## src/rtl/apsk_control_master.sv

```systemverilog
// AXI4-Lite master: turns a command/response stream into single AXI4-Lite reads or writes,
// one at a time, and keeps a saturating count of non-OKAY responses.
module apsk_control_master #(
    parameter int C_M_AXI_DATA_WIDTH = 32,
    parameter int C_M_AXI_ADDR_WIDTH = 4,
    parameter int ERR_COUNT_WIDTH    = 8
) (
    input  logic                              m_axi_aclk,
    input  logic                              m_axi_aresetn,

    input  logic                              cmd_valid,
    output logic                              cmd_ready,
    input  logic                              cmd_write,
    input  logic [C_M_AXI_ADDR_WIDTH-1:0]     cmd_addr,
    input  logic [C_M_AXI_DATA_WIDTH-1:0]     cmd_wdata,
    input  logic [C_M_AXI_DATA_WIDTH/8-1:0]   cmd_wstrb,

    output logic                              rsp_valid,
    input  logic                              rsp_ready,
    output logic                              rsp_write,
    output logic [C_M_AXI_DATA_WIDTH-1:0]     rsp_rdata,
    output logic [1:0]                        rsp_resp,
    output logic [ERR_COUNT_WIDTH-1:0]        err_count,
    output logic                              busy,

    output logic [C_M_AXI_ADDR_WIDTH-1:0]     m_axi_awaddr,
    output logic [2:0]                        m_axi_awprot,
    output logic                              m_axi_awvalid,
    input  logic                              m_axi_awready,
    output logic [C_M_AXI_DATA_WIDTH-1:0]     m_axi_wdata,
    output logic [C_M_AXI_DATA_WIDTH/8-1:0]   m_axi_wstrb,
    output logic                              m_axi_wvalid,
    input  logic                              m_axi_wready,
    input  logic [1:0]                        m_axi_bresp,
    input  logic                              m_axi_bvalid,
    output logic                              m_axi_bready,
    output logic [C_M_AXI_ADDR_WIDTH-1:0]     m_axi_araddr,
    output logic [2:0]                        m_axi_arprot,
    output logic                              m_axi_arvalid,
    input  logic                              m_axi_arready,
    input  logic [C_M_AXI_DATA_WIDTH-1:0]     m_axi_rdata,
    input  logic [1:0]                        m_axi_rresp,
    input  logic                              m_axi_rvalid,
    output logic                              m_axi_rready
);

    typedef enum logic [2:0] {
        IDLE,
        WR_AW_W,
        WR_B,
        RD_AR,
        RD_R,
        RSP
    } state_t;

    state_t     state;
    state_t     state_next;
    logic [1:0] rst_sync;
    logic       rst_n;
    logic       aw_done;
    logic       w_done;
    logic       aw_fin;
    logic       w_fin;
    logic       capture;
    logic [1:0] resp_in;
    logic       err_inc;

    // Reset asserts immediately but is released two clock edges after the pin deasserts.
    always_ff @(posedge m_axi_aclk or negedge m_axi_aresetn) begin
        if (!m_axi_aresetn) begin
            rst_sync <= 2'b00;
        end else begin
            rst_sync <= {rst_sync[0], 1'b1};
        end
    end

    assign rst_n        = rst_sync[1];
    assign cmd_ready    = (state == IDLE);
    assign busy         = (state != IDLE);
    assign m_axi_awprot = 3'b000;
    assign m_axi_arprot = 3'b000;

    always_ff @(posedge m_axi_aclk or negedge rst_n) begin
        if (!rst_n) begin
            state <= IDLE;
        end else begin
            state <= state_next;
        end
    end

    always_comb begin
        state_next = state;
        aw_fin     = aw_done | (m_axi_awvalid & m_axi_awready);
        w_fin      = w_done | (m_axi_wvalid & m_axi_wready);
        capture    = 1'b0;
        resp_in    = m_axi_rresp;
        case (state)
            IDLE: begin
                if (cmd_valid) begin
                    state_next = cmd_write ? WR_AW_W : RD_AR;
                end
            end
            WR_AW_W: begin
                if (aw_fin && w_fin) begin
                    state_next = WR_B;
                end
            end
            WR_B: begin
                resp_in = m_axi_bresp;
                if (m_axi_bvalid) begin
                    capture    = 1'b1;
                    state_next = RSP;
                end
            end
            RD_AR: begin
                if (m_axi_arvalid && m_axi_arready) begin
                    state_next = RD_R;
                end
            end
            RD_R: begin
                if (m_axi_rvalid) begin
                    capture    = 1'b1;
                    state_next = RSP;
                end
            end
            RSP: begin
                if (rsp_ready) begin
                    state_next = IDLE;
                end
            end
            default: state_next = IDLE;
        endcase
        err_inc = capture && (resp_in != 2'b00) && !(&err_count);
    end

    // Every AXI and response output is a flop updated on the transition that owns it.
    always_ff @(posedge m_axi_aclk or negedge rst_n) begin
        if (!rst_n) begin
            m_axi_awaddr  <= '0;
            m_axi_araddr  <= '0;
            m_axi_wdata   <= '0;
            m_axi_wstrb   <= '0;
            m_axi_awvalid <= 1'b0;
            m_axi_wvalid  <= 1'b0;
            m_axi_bready  <= 1'b0;
            m_axi_arvalid <= 1'b0;
            m_axi_rready  <= 1'b0;
            aw_done       <= 1'b0;
            w_done        <= 1'b0;
            rsp_valid     <= 1'b0;
            rsp_write     <= 1'b0;
            rsp_rdata     <= '0;
            rsp_resp      <= 2'b00;
            err_count     <= '0;
        end else begin
            case (state)
                IDLE: begin
                    if (cmd_valid) begin
                        m_axi_awaddr <= cmd_addr;
                        m_axi_araddr <= cmd_addr;
                        m_axi_wdata  <= cmd_wdata;
                        m_axi_wstrb  <= cmd_wstrb;
                        aw_done      <= 1'b0;
                        w_done       <= 1'b0;
                        if (cmd_write) begin
                            m_axi_awvalid <= 1'b1;
                            m_axi_wvalid  <= 1'b1;
                        end else begin
                            m_axi_arvalid <= 1'b1;
                        end
                    end
                end
                WR_AW_W: begin
                    if (m_axi_awvalid && m_axi_awready) begin
                        m_axi_awvalid <= 1'b0;
                        aw_done       <= 1'b1;
                    end
                    if (m_axi_wvalid && m_axi_wready) begin
                        m_axi_wvalid <= 1'b0;
                        w_done       <= 1'b1;
                    end
                    if (aw_fin && w_fin) begin
                        m_axi_bready <= 1'b1;
                    end
                end
                WR_B: begin
                    if (m_axi_bvalid) begin
                        m_axi_bready <= 1'b0;
                        rsp_valid    <= 1'b1;
                        rsp_write    <= 1'b1;
                        rsp_rdata    <= '0;
                        rsp_resp     <= m_axi_bresp;
                    end
                end
                RD_AR: begin
                    if (m_axi_arready) begin
                        m_axi_arvalid <= 1'b0;
                        m_axi_rready  <= 1'b1;
                    end
                end
                RD_R: begin
                    if (m_axi_rvalid) begin
                        m_axi_rready <= 1'b0;
                        rsp_valid    <= 1'b1;
                        rsp_write    <= 1'b0;
                        rsp_rdata    <= m_axi_rdata;
                        rsp_resp     <= m_axi_rresp;
                    end
                end
                RSP: begin
                    if (rsp_ready) begin
                        rsp_valid <= 1'b0;
                    end
                end
                default: ;
            endcase
            if (err_inc) begin
                err_count <= err_count + ERR_COUNT_WIDTH'(1);
            end
        end
    end

endmodule

```

## config.mk

```make
export PLATFORM = sky130hd
export DESIGN_NAME = apsk_control_master
export DESIGN_NICKNAME = d
export VERILOG_FILES = /design/src/rtl/apsk_control_master.sv
export SDC_FILE = /design/constraint.sdc
export NUM_CORES = 1
export LEC_CHECK = 0
export BUFFER_PORTS_ARGS = -buffer_cell sky130_fd_sc_hd__buf_2
export CAP_MARGIN = 0
export CORE_MARGIN = 3
export CORE_UTILIZATION = 42
export CTS_CLUSTER_SIZE = 14
export DETAILED_ROUTE_END_ITERATION = 7
export PLACE_DENSITY = 0.83
export SKIP_CTS_REPAIR_TIMING = 1
export SYNTH_ARGS = -nofsm -noshare
export SYNTH_HDL_FRONTEND = slang
export SYNTH_SLANG_ARGS = --single-unit
```

## constraint.sdc

```tcl
create_clock -name m_axi_aclk -period 2.7 [get_ports m_axi_aclk]
set_clock_uncertainty 0.05 [all_clocks]
set_input_delay 0.405 -clock m_axi_aclk [delete_from_list [all_inputs] [get_ports m_axi_aclk]]
set_output_delay 0.405 -clock m_axi_aclk [all_outputs]
set_load 0.05 [all_outputs]
```

# Word-level counts from Yosys, hierarchy flattened
# Cells that the tools add are included.
[totals]
register_bits = 96
input_bits = 86
out_inout_bits = 101
wordCells = 110
[op_classes]
n_addsub = 1
n_eq_ne = 16
n_mux = 44
n_bitwise = 4
reduce_logical = 28
[ops]
columns = ["operator", "count"]
rows = [
  ["$mux 32", 2],
  ["$pmux 32 s2", 1],
  ["$ne 2x2->1 const B", 10],
  ["$mux 1", 19],
  ["$mux 3", 6],
  ["$pmux 1 s2", 9],
  ["$pmux 3 s6", 1],
  ["$reduce_and 4->1", 4],
  ["$reduce_and 3->1", 5],
  ["$reduce_bool 2->1", 6],
  ["$add 8x1->8 const B", 1],
  ["$mux 2", 4],
  ["$reduce_and 8->1", 1],
  ["$eq 3x2->1 const B", 2],
  ["$eq 3x3->1 const B", 2],
  ["$logic_and 1x1->1", 6],
  ["$reduce_and 6->1", 1],
  ["$reduce_bool 3->1", 2],
  ["$pmux 2 s2", 1],
  ["$eq 3x1->1 const B", 1],
  ["$logic_not 3->1", 1],
  ["$pmux 1 s3", 1],
  ["$and 1x1->1", 2],
  ["$ne 2x1->1 const B", 1],
  ["3 further kinds", 4],
]

# Depth between registers and ports, before layout
# Gate-level depths: netlist of the first run.
[logic_depth]
depth_word = 5
ltp_mapped = 7
mapped_depth_nobuf = 5

# Worst setup path after synthesis of the first run
# OpenSTA, ideal clock, no wires.
[synth_timing]
path_type = "register -> register"
from = "register state[1]"
to = "register m_axi_wdata[10]"
setup_ps = 128
t_arrival_ps = 2216
t_required_ps = 2522
slack_ps = 307
path_stages_with_launch = 7
n_path_buf = 3
synth_period_minus_slack_ps = 2393
cell_sequence = "dfrtp_1 buf_2 nor3_2 and2_1 buf_2 buf_2 mux2_1"
[synth_between]
elab_chain_cells = 2
[synth_lines]
columns = ["item", "line_no", "rtl"]
rows = [
  ["start, declared", "56", "state_t state;"],
  ["start signal, assigned", "87", "state <= state_next;"],
  ["$logic_not 3->1", "--", ""],
  ["named net cmd_ready", "12", "output logic cmd_ready,"],
  ["$reduce_and 2->1 (no line)", "--", ""],
  ["end signal, assigned", "161", "m_axi_wdata <= cmd_wdata;"],
  ["end, declared", "30", "output logic [C_M_AXI_DATA_WIDTH-1:0] m_axi_wdata,"],
]
# The timed path passes the listed nets, and every way through them passes these cells.
# A chain may end at the register's enable or synchronous reset.

# Worst setup path in the final report of the first run
[layout_timing]
from = "register state[0]"
to = "register err_count[1]"
[layout_between]
elab_chain_cells = 5
elab_cells_between_ends = 7
cone_classes = "eq/ne: 2; mux: 2; reduce/logical: 3"
[layout_lines]
columns = ["item", "line_no", "rtl"]
rows = [
  ["$eq 3x2->1", "97", "case (state)"],
  ["$mux 2", "97", ""],
  ["$reduce_bool 2->1", "133", "err_inc = capture && (resp_in != 2'b00) && !(&err_count);"],
  ["$logic_and 1x1->1 * (2 in series)", "133", ""],
  ["end signal, assigned", "218", "err_count <= err_count + ERR_COUNT_WIDTH'(1);"],
  ["end, declared", "23", "output logic [ERR_COUNT_WIDTH-1:0] err_count,"],
]
# Every way passes the cells marked *; elsewhere a longest branch is shown, timed or not.

==> results of run 1 <==
worst max-delay path, cell delays in order (launching register included):
cell and delay (ns):
dfrtp_1 0.57, or3b_4 0.51, mux2_4 0.37, nor2_1 0.20, mux2_1 0.34
flip-flops by register name, indices dropped and copies added, names as in the netlist:
| signal | count |
|---|---|
| rst_sync | 2 |
| state | 3 |
| m_axi_rready | 1 |
| m_axi_wdata | 32 |
| err_count | 8 |
| aw_done | 1 |
| m_axi_araddr | 4 |
| w_done | 1 |
| m_axi_bready | 1 |
| m_axi_arvalid | 1 |
| rsp_write | 1 |
| rsp_rdata | 32 |
| m_axi_wstrb | 4 |
| m_axi_wvalid | 1 |
| rsp_resp | 2 |
| m_axi_awvalid | 1 |
| rsp_valid | 1 |
synthesized netlist by cell type (2+ instances only):
cell      instances
mux2_1           44
a211oi_1          2
o21ai_0           3
xor2_1            7
inv_2             2
nor2_1           10
buf_4            12
a21oi_1           8
nor3_1            6
inv_1             4
buf_2             9
a31oi_1           3
conb_1            2
mux2i_1           2
o21ai_1           4
clkbuf_1          4
nand2_1          13
a22o_1           34
dfrtp_1          96
nand3_1           7
cell type report:
cell class              count  share of cell area [%]
clock buffers              10                    2.47
clock inverters             6                    2.23
inverters                   6                   0.436
multi-input cells         169                    26.9
flip-flops and latches     96                    46.6
well taps                 108                    2.62
repair buffers            186                    18.8
worst max-delay path by stage:
stage | end | cells past startpoint | slack [ns]
3_3_place_gp | err_count[1] | 4 | 0.62
5_1_grt | cmd_ready | 2 | 0.41
2_1_floorplan | m_axi_wdata[10] | 6 | 0.31
4_1_cts | cmd_ready | 2 | 0.52
3_5_place_dp | err_count[1] | 4 | 0.54
6_report | err_count[1] | 4 | 0.54
power groups by stage:
stage	Clock (mW)	Sequential, mW	Combinational [mW]
2_1_floorplan	0	4.43	1.29
5_1_grt	1.21	2.55	4.43
3_3_place_gp	0	2.44	4.16
4_1_cts	1.15	2.47	4.24
6_report	1.11	2.46	4.19
3_5_place_dp	0	2.48	4.24
cell families after synthesis:
logic type               Yosys count
flip-flops                        96
XOR/XNOR                           7
other                              2
AO/OA/AOI/OAI                     59
multiplexers                      47
AND/OR/NAND/NOR                   48
buffers and inverters             32
adder cells (fa/ha/maj)            1
through the flow:
stage	worst slack (ns)	utilization, %	cell area [µm²]
global route	0.410	58.1	5170
floorplan	0.307	-	3950
finish	0.540	58.1	5170
CTS	0.516	58.0	5160
global placement	0.625	55.3	4910
detailed placement	0.543	55.3	4910
routing by layer:
metal | up-vias | share of wire [%]
li1 | 1386 | -
met1 | 1419 | 42
met2 | 143 | 47
met3 | 20 | 7.7
met4 | 0 | 2.5
met5 | - | 0
==> results.md, run 1 <==
- Clock sink count: 96
- Core footprint: 8890 µm²
- Area Growth Syn to Fin: 31.4%
- Post-DP HPWL: 6920 µm
- Total power: 7.76 mW
- Number of port buffers: 180
- Full die area: 10600 µm²
- Final number of setup-violating endpoints: 0
- Simple-gate portion of the synthesized area: 7.00%
- Reg power frac: 31.7%
- First-pass GRT wire length: 14500 µm
- GRT busiest layer: met2
- EDFF count, synth: 0
- CP Launch Type: flip-flop
- Sw Ratio: 51.6%
- DRC viols: 0
- Actual slew at the worst max-slew pin: 0.598 ns
- Hold/Removal Path Class: primary input to flip-flop
- Post-Synth XOR/XNOR Area: 1.56%
- Hold Crit Start: cmd_wdata[18]
- Synth unique cells: 40
- Fraction of layout cells with a size suffix above 1: 45.2%
- GRT met1 Usage: 22.4%
- Multi-input logic area: 1390 µm²
- DRT iter0 DRCs: 73
- Post-synth ARST share: 100%
- Fillcell total: 732
- TritonCTS Buffers: 9
- Setup_tns: 0 ns
- Register area: 2410 µm²
- Worst Reg-to-Reg Cells: 4
- Main synth FF type: dfrtp_1
- Total of max-cap violations: 0
- Longest Clk Path Bufs: 2
- H-tree depth: 3
- CP arrival: 2.34 ns
- Commonest non-fill, non-tap cell in the layout: buf_2
- Largest net degree at the start of global routing: 51
- Ranking of synthesized cells by area: dfrtp_1, mux2_1, a22o_1, buf_4, xor2_1
- CTS tree: done
- Worst Setup SP: state[0]
- Vias/cell: 5.11
- Placer Congestion: 0.818
- Largest family of logic cells by synthesized area: multiplexers
- Antenna diodes: 0
- Synth warn: 0
- Final period util: 80.0%
- Root buffer cell: clkbuf_8
- Crit end category: flip-flop
- Met2 usage: 29.4%
- Cells after synthesis: 292
- Commonest non-fill, non-tap cells in the layout: buf_2, dfrtp_1, mux2_1, a22o_1, nand2_1
- Initial core utilization: 44.2%
- Final net count: 555
- PD cells: 1500 nW/µm²
- WL per Instance: 15.9 µm
- Met3 Usage GRT: 3.45%
- Hold_ws: 0.213 ns
- Sequential element share of the synthesized area: 61.1%
- RSZ-0062 raised after global routing: no
- Cell-internal power: 3.76 mW
- Synth top area share: 61.1%
- Antenna-violating nets left: 0
- RR Startpoint: state[0]
- Worst-path clk slew: 0.10 ns
- Combinational power share: 54.0%
- Reg-to-reg endpoint: err_count[1]
- Critical path class: flip-flop to flip-flop
- WL final: 9220 µm
- Synth Register Bits: 96
- Area leader, netlist: dfrtp_1
- Status: finished clean
- Multiplexer area fraction after synthesis: 13.5%
- Final-report max-slew violation count: 0
- GRT Util Overall: 17.6%
- DRT Pass-1 Iters: 4
- Synthesized cell area: 3930 µm²
- Worst R2R Setup Slack: 0.54 ns
- Worst-Skew Late Latency: 0.35 ns
- Compound-Gate Fraction of Synth Area: 11.8%
- Initial antenna violation count: 0
- Post-route insts no fill: 581
- Final Hold Fails: 0
- Data required time of the worst path: 2.88 ns
- Maximum clock frequency: 0.463 GHz
- Hold path endpoint: m_axi_wdata[18]
- Die H: 103 µm
- Adder-cell share of the synthesized area: 0.318%
- I/O Pins: 187
- DR vias: 2968
- Row count: 34
- Slew Limit Headroom: 60.1%
- Worst vdd ir: 639 µV
- Crit-path max FO: 16
- Syn Area/Cell: 13.5 µm²
- Chip width: 103 µm
- Vias in the first global route: 3007
- Placed cells: 564
- Sw power: 4.00 mW
- Grt ovf: 0
- Tmin final: 2.16 ns
- Part of the power in the clock network: 14.3%
- Worst hold path stage count: 2
- Static leakage: 2.70 nW
Note: power is estimated with default switching activity, not from simulation.
==> run 2: changes to the inputs <==
Settings changed: ABC_AREA set to 1, CORE_UTILIZATION 42 to 44, PLACE_DENSITY 0.83 to 0.82.
Clock period 2.7 ns to 2.2 ns, I/O delays scaled along.
==> run 2 against run 1 <==
Non-clock buffer count is 1 higher. Combinational power is 21% higher. Routed wire length is 8.6% higher. Largest power group unchanged.
==> results.md, run 2 <==
- Status: finished clean (unchanged)
- I/O Pins: 187 (unchanged)
- Synth top area share: 56.3% (was 61.1%)
- Ranking of synthesized cells by area: dfrtp_1, nand2_1, nand3_1, inv_1, o21ai_1 (was dfrtp_1, mux2_1, a22o_1, buf_4, xor2_1)
- Fraction of layout cells with a size suffix above 1: 33.0% (was 45.2%)
- CP arrival: 1.57 ns (was 2.34 ns)
- Largest registers: m_axi_wdata: 32 flops, rsp_rdata: 32 flops, err_count: 8 flops (unchanged)
- Placer Congestion: 0.824 (was 0.818)
- Cells along the critical path: nor2_4, nand2_2, inv_2, buf_2 (was or3b_4, mux2_4, nor2_1, mux2_1)
- Sequential element share of the synthesized area: 56.3% (was 61.1%)
- Final-report max-slew violation count: 0 (unchanged)
- DRC viols: 0 (unchanged)
- Crit-path max FO: 9 (was 16)
- Final number of setup-violating endpoints: 0 (unchanged)
- DRT Pass-1 Iters: 4 (unchanged)
- Core footprint: 9330 µm² (was 8890 µm²)
- Initial core utilization: 45.7% (was 44.2%)
- Post-route insts no fill: 802 (was 581)
- Worst-Skew Late Latency: 0.35 ns (about the same)
- Commonest non-fill, non-tap cell in the layout: nand2_1 (was buf_2)
- Placed cells: 785 (was 564)
- Root buffer cell: clkbuf_8 (unchanged)
- WL per Instance: 12.5 µm (was 15.9 µm)
- PD cells: 1700 nW/µm² (was 1500 nW/µm²)
- Area Growth Syn to Fin: 27.5% (was 31.4%)
- Syn Area/Cell: 8.61 µm² (was 13.5 µm²)
- DR vias: 3784 (was 2968)
- Clock sink count: 96 (unchanged)
- WL final: 10000 µm (was 9220 µm)
- Setup_tns: 0 ns (unchanged)
- Slew Limit Headroom: 59.8% (was 60.1%)
- Largest net degree at the start of global routing: 67 (was 51)
- Tmin final: 1.95 ns
- Post-DP HPWL: 7470 µm (was 6920 µm)
- Antenna-violating nets left: 0 (unchanged)
- Cells after synthesis: 495 (was 292)
- Synth unique cells: 28 (was 40)
- Slowest cell delay on critical path: 0.52 ns (was 0.57 ns)
- Critical path class: flip-flop to primary output (was flip-flop to flip-flop)
- Row count: 35 (was 34)
- Antenna diodes: 0 (unchanged)
- Initial antenna violation count: 1 (was 0)
- Worst hold path stage count: 3 (was 2)
- RSZ-0062 raised after global routing: no (unchanged)
- Final net count: 755 (was 555)
- Longest Clk Path Bufs: 2 (unchanged)
- Area leader, netlist: dfrtp_1 (unchanged)
- First-pass GRT wire length: 17300 µm (was 14500 µm)
- Number of port buffers: 180 (unchanged)
- Post-synth ARST share: 100% (unchanged)
- Grt ovf: 0 (unchanged)
- Synthesized cell area: 4260 µm² (was 3930 µm²)
- Main synth FF type: dfrtp_1 (unchanged)
- Final period util: 88.8%
- Die H: 104 µm (was 103 µm)
- Vias/cell: 4.72 (was 5.11)
- Worst vdd ir: 789 µV (was 639 µV)
- Crit end category: primary output (was flip-flop)
- CP Launch Type: flip-flop (unchanged)
- DRT iter0 DRCs: 202 (was 73)
- Fillcell total: 834 (was 732)
- Commonest cells post-synth: nand2_1, dfrtp_1, inv_1, nand3_1, o21ai_1 (was dfrtp_1, mux2_1, a22o_1)
- CTS tree: done (unchanged)
- Vias in the first global route: 3655 (was 3007)
- Synth warn: 0 (unchanged)
- Final Hold Fails: 0 (unchanged)
- Total of max-cap violations: 0 (unchanged)
- Full die area: 10900 µm² (was 10600 µm²)
- Data required time of the worst path: 1.82 ns (was 2.88 ns)
- GRT Util Overall: 19.0% (was 17.6%)
- Static leakage: 3.21 nW (was 2.70 nW)
- Maximum clock frequency: 0.512 GHz
- Count leader, synth: nand2_1 (was dfrtp_1)
- EDFF count, synth: 0 (unchanged)
- H-tree depth: 3 (unchanged)
- Worst-path clk slew: 0.10 ns (about the same)
- Synth Register Bits: 96 (unchanged)
- Critical path's slowest cell: dfrtp_1 (unchanged)
- Hold/Removal Path Class: primary input to flip-flop (unchanged)
- TritonCTS Buffers: 9 (unchanged)
- Commonest non-fill, non-tap cells in the layout: nand2_1, buf_2, dfrtp_1, inv_1, nand3_1 (was buf_2, dfrtp_1, mux2_1, a22o_1, nand2_1)
- Actual slew at the worst max-slew pin: 0.603 ns (was 0.598 ns)
- Worst Reg-to-Reg Cells: 9 (was 4)
- Chip width: 104 µm (was 103 µm)
## run 2: changes by cell type after synthesis, sizes merged, moves of 3 or more
cell    before  now
nand2       13  191
mux2        45    0
inv          6   50
nand3        7   49
a22o        34    0
o21ai        7   36
nor2        11   19
nor3         7    0
buf         22   28
a21oi        8    5
nand3b       0    3
## run 2: routing by layer
layer	global-route usage (%)	share of wire, %
met1	24.9	44
met2	30.2	46
met3	6.33	10
met4	5.32	0.84
met5	0	0.070
## run 2: logic make-up after synthesis
| group | count (synthesis) | share of synthesized area (%) |
|---|---|---|
| compound gates | 44 | 5.34 |
| xor+xnor | 5 | 1.03 |
| fa+ha+maj | 1 | 0.293 |
| buf+inv | 80 | 9.36 |
| flops | 96 | 56.3 |
| other cells | 2 | 0.176 |
| simple gates | 267 | 27.5 |
## run 2: worst max-delay path: cells and delay by family, from the launching register on
kind | cells | cell delay (ns)
flip-flops | 1 | 0.52
AND/OR/NAND/NOR | 2 | 0.37
buffers and inverters | 2 | 0.34
## run 2: final cells by class
cell class	instances	area, µm²	share of cell area, %
inverters	50	188	3.45
clock buffers	10	128	2.35
well taps	129	161	2.97
multi-input cells	324	1480	27.3
clock inverters	6	90.1	1.66
flip-flops and latches	96	2410	44.3
repair buffers	187	981	18.0
## run 2: final timing paths
| kind | slack [ns] | to | start |
|---|---|---|---|
| worst max-delay path | 0.25 | cmd_ready | state[0] |
| worst min-delay path | 0.12 | m_axi_wdata[22] | cmd_wdata[22] |
| worst max register to register | 0.42 | m_axi_awvalid | state[0] |
| worst min register to register | 0.13 | err_count[2] | rst_sync[1] |
| max in group asynchronous | 1.31 | rsp_rdata[18] | rst_sync[1] |
| min in group asynchronous | 0.13 | err_count[2] | rst_sync[1] |
## run 2: metrics by stage
step                utilization, %  total power [mW]  cell area [µm²]  setup WS [ns]  hold slack (ns)
finish                        58.3              9.26             5440          0.246            0.118
global route                  58.3              9.85             5440          0.147            0.103
CTS                           58.2              9.33             5430          0.231           -0.326
detailed placement            55.8              8.05             5210          0.439           0.0682
global placement              55.8              7.91             5210          0.550           0.0654
floorplan                        -              6.92             4280          0.418          -0.0156
## run 2: where the power goes
group	internal (mW)	switching (mW)
registers	2.47	0.440
clock network	0.648	0.624
logic	1.14	3.94
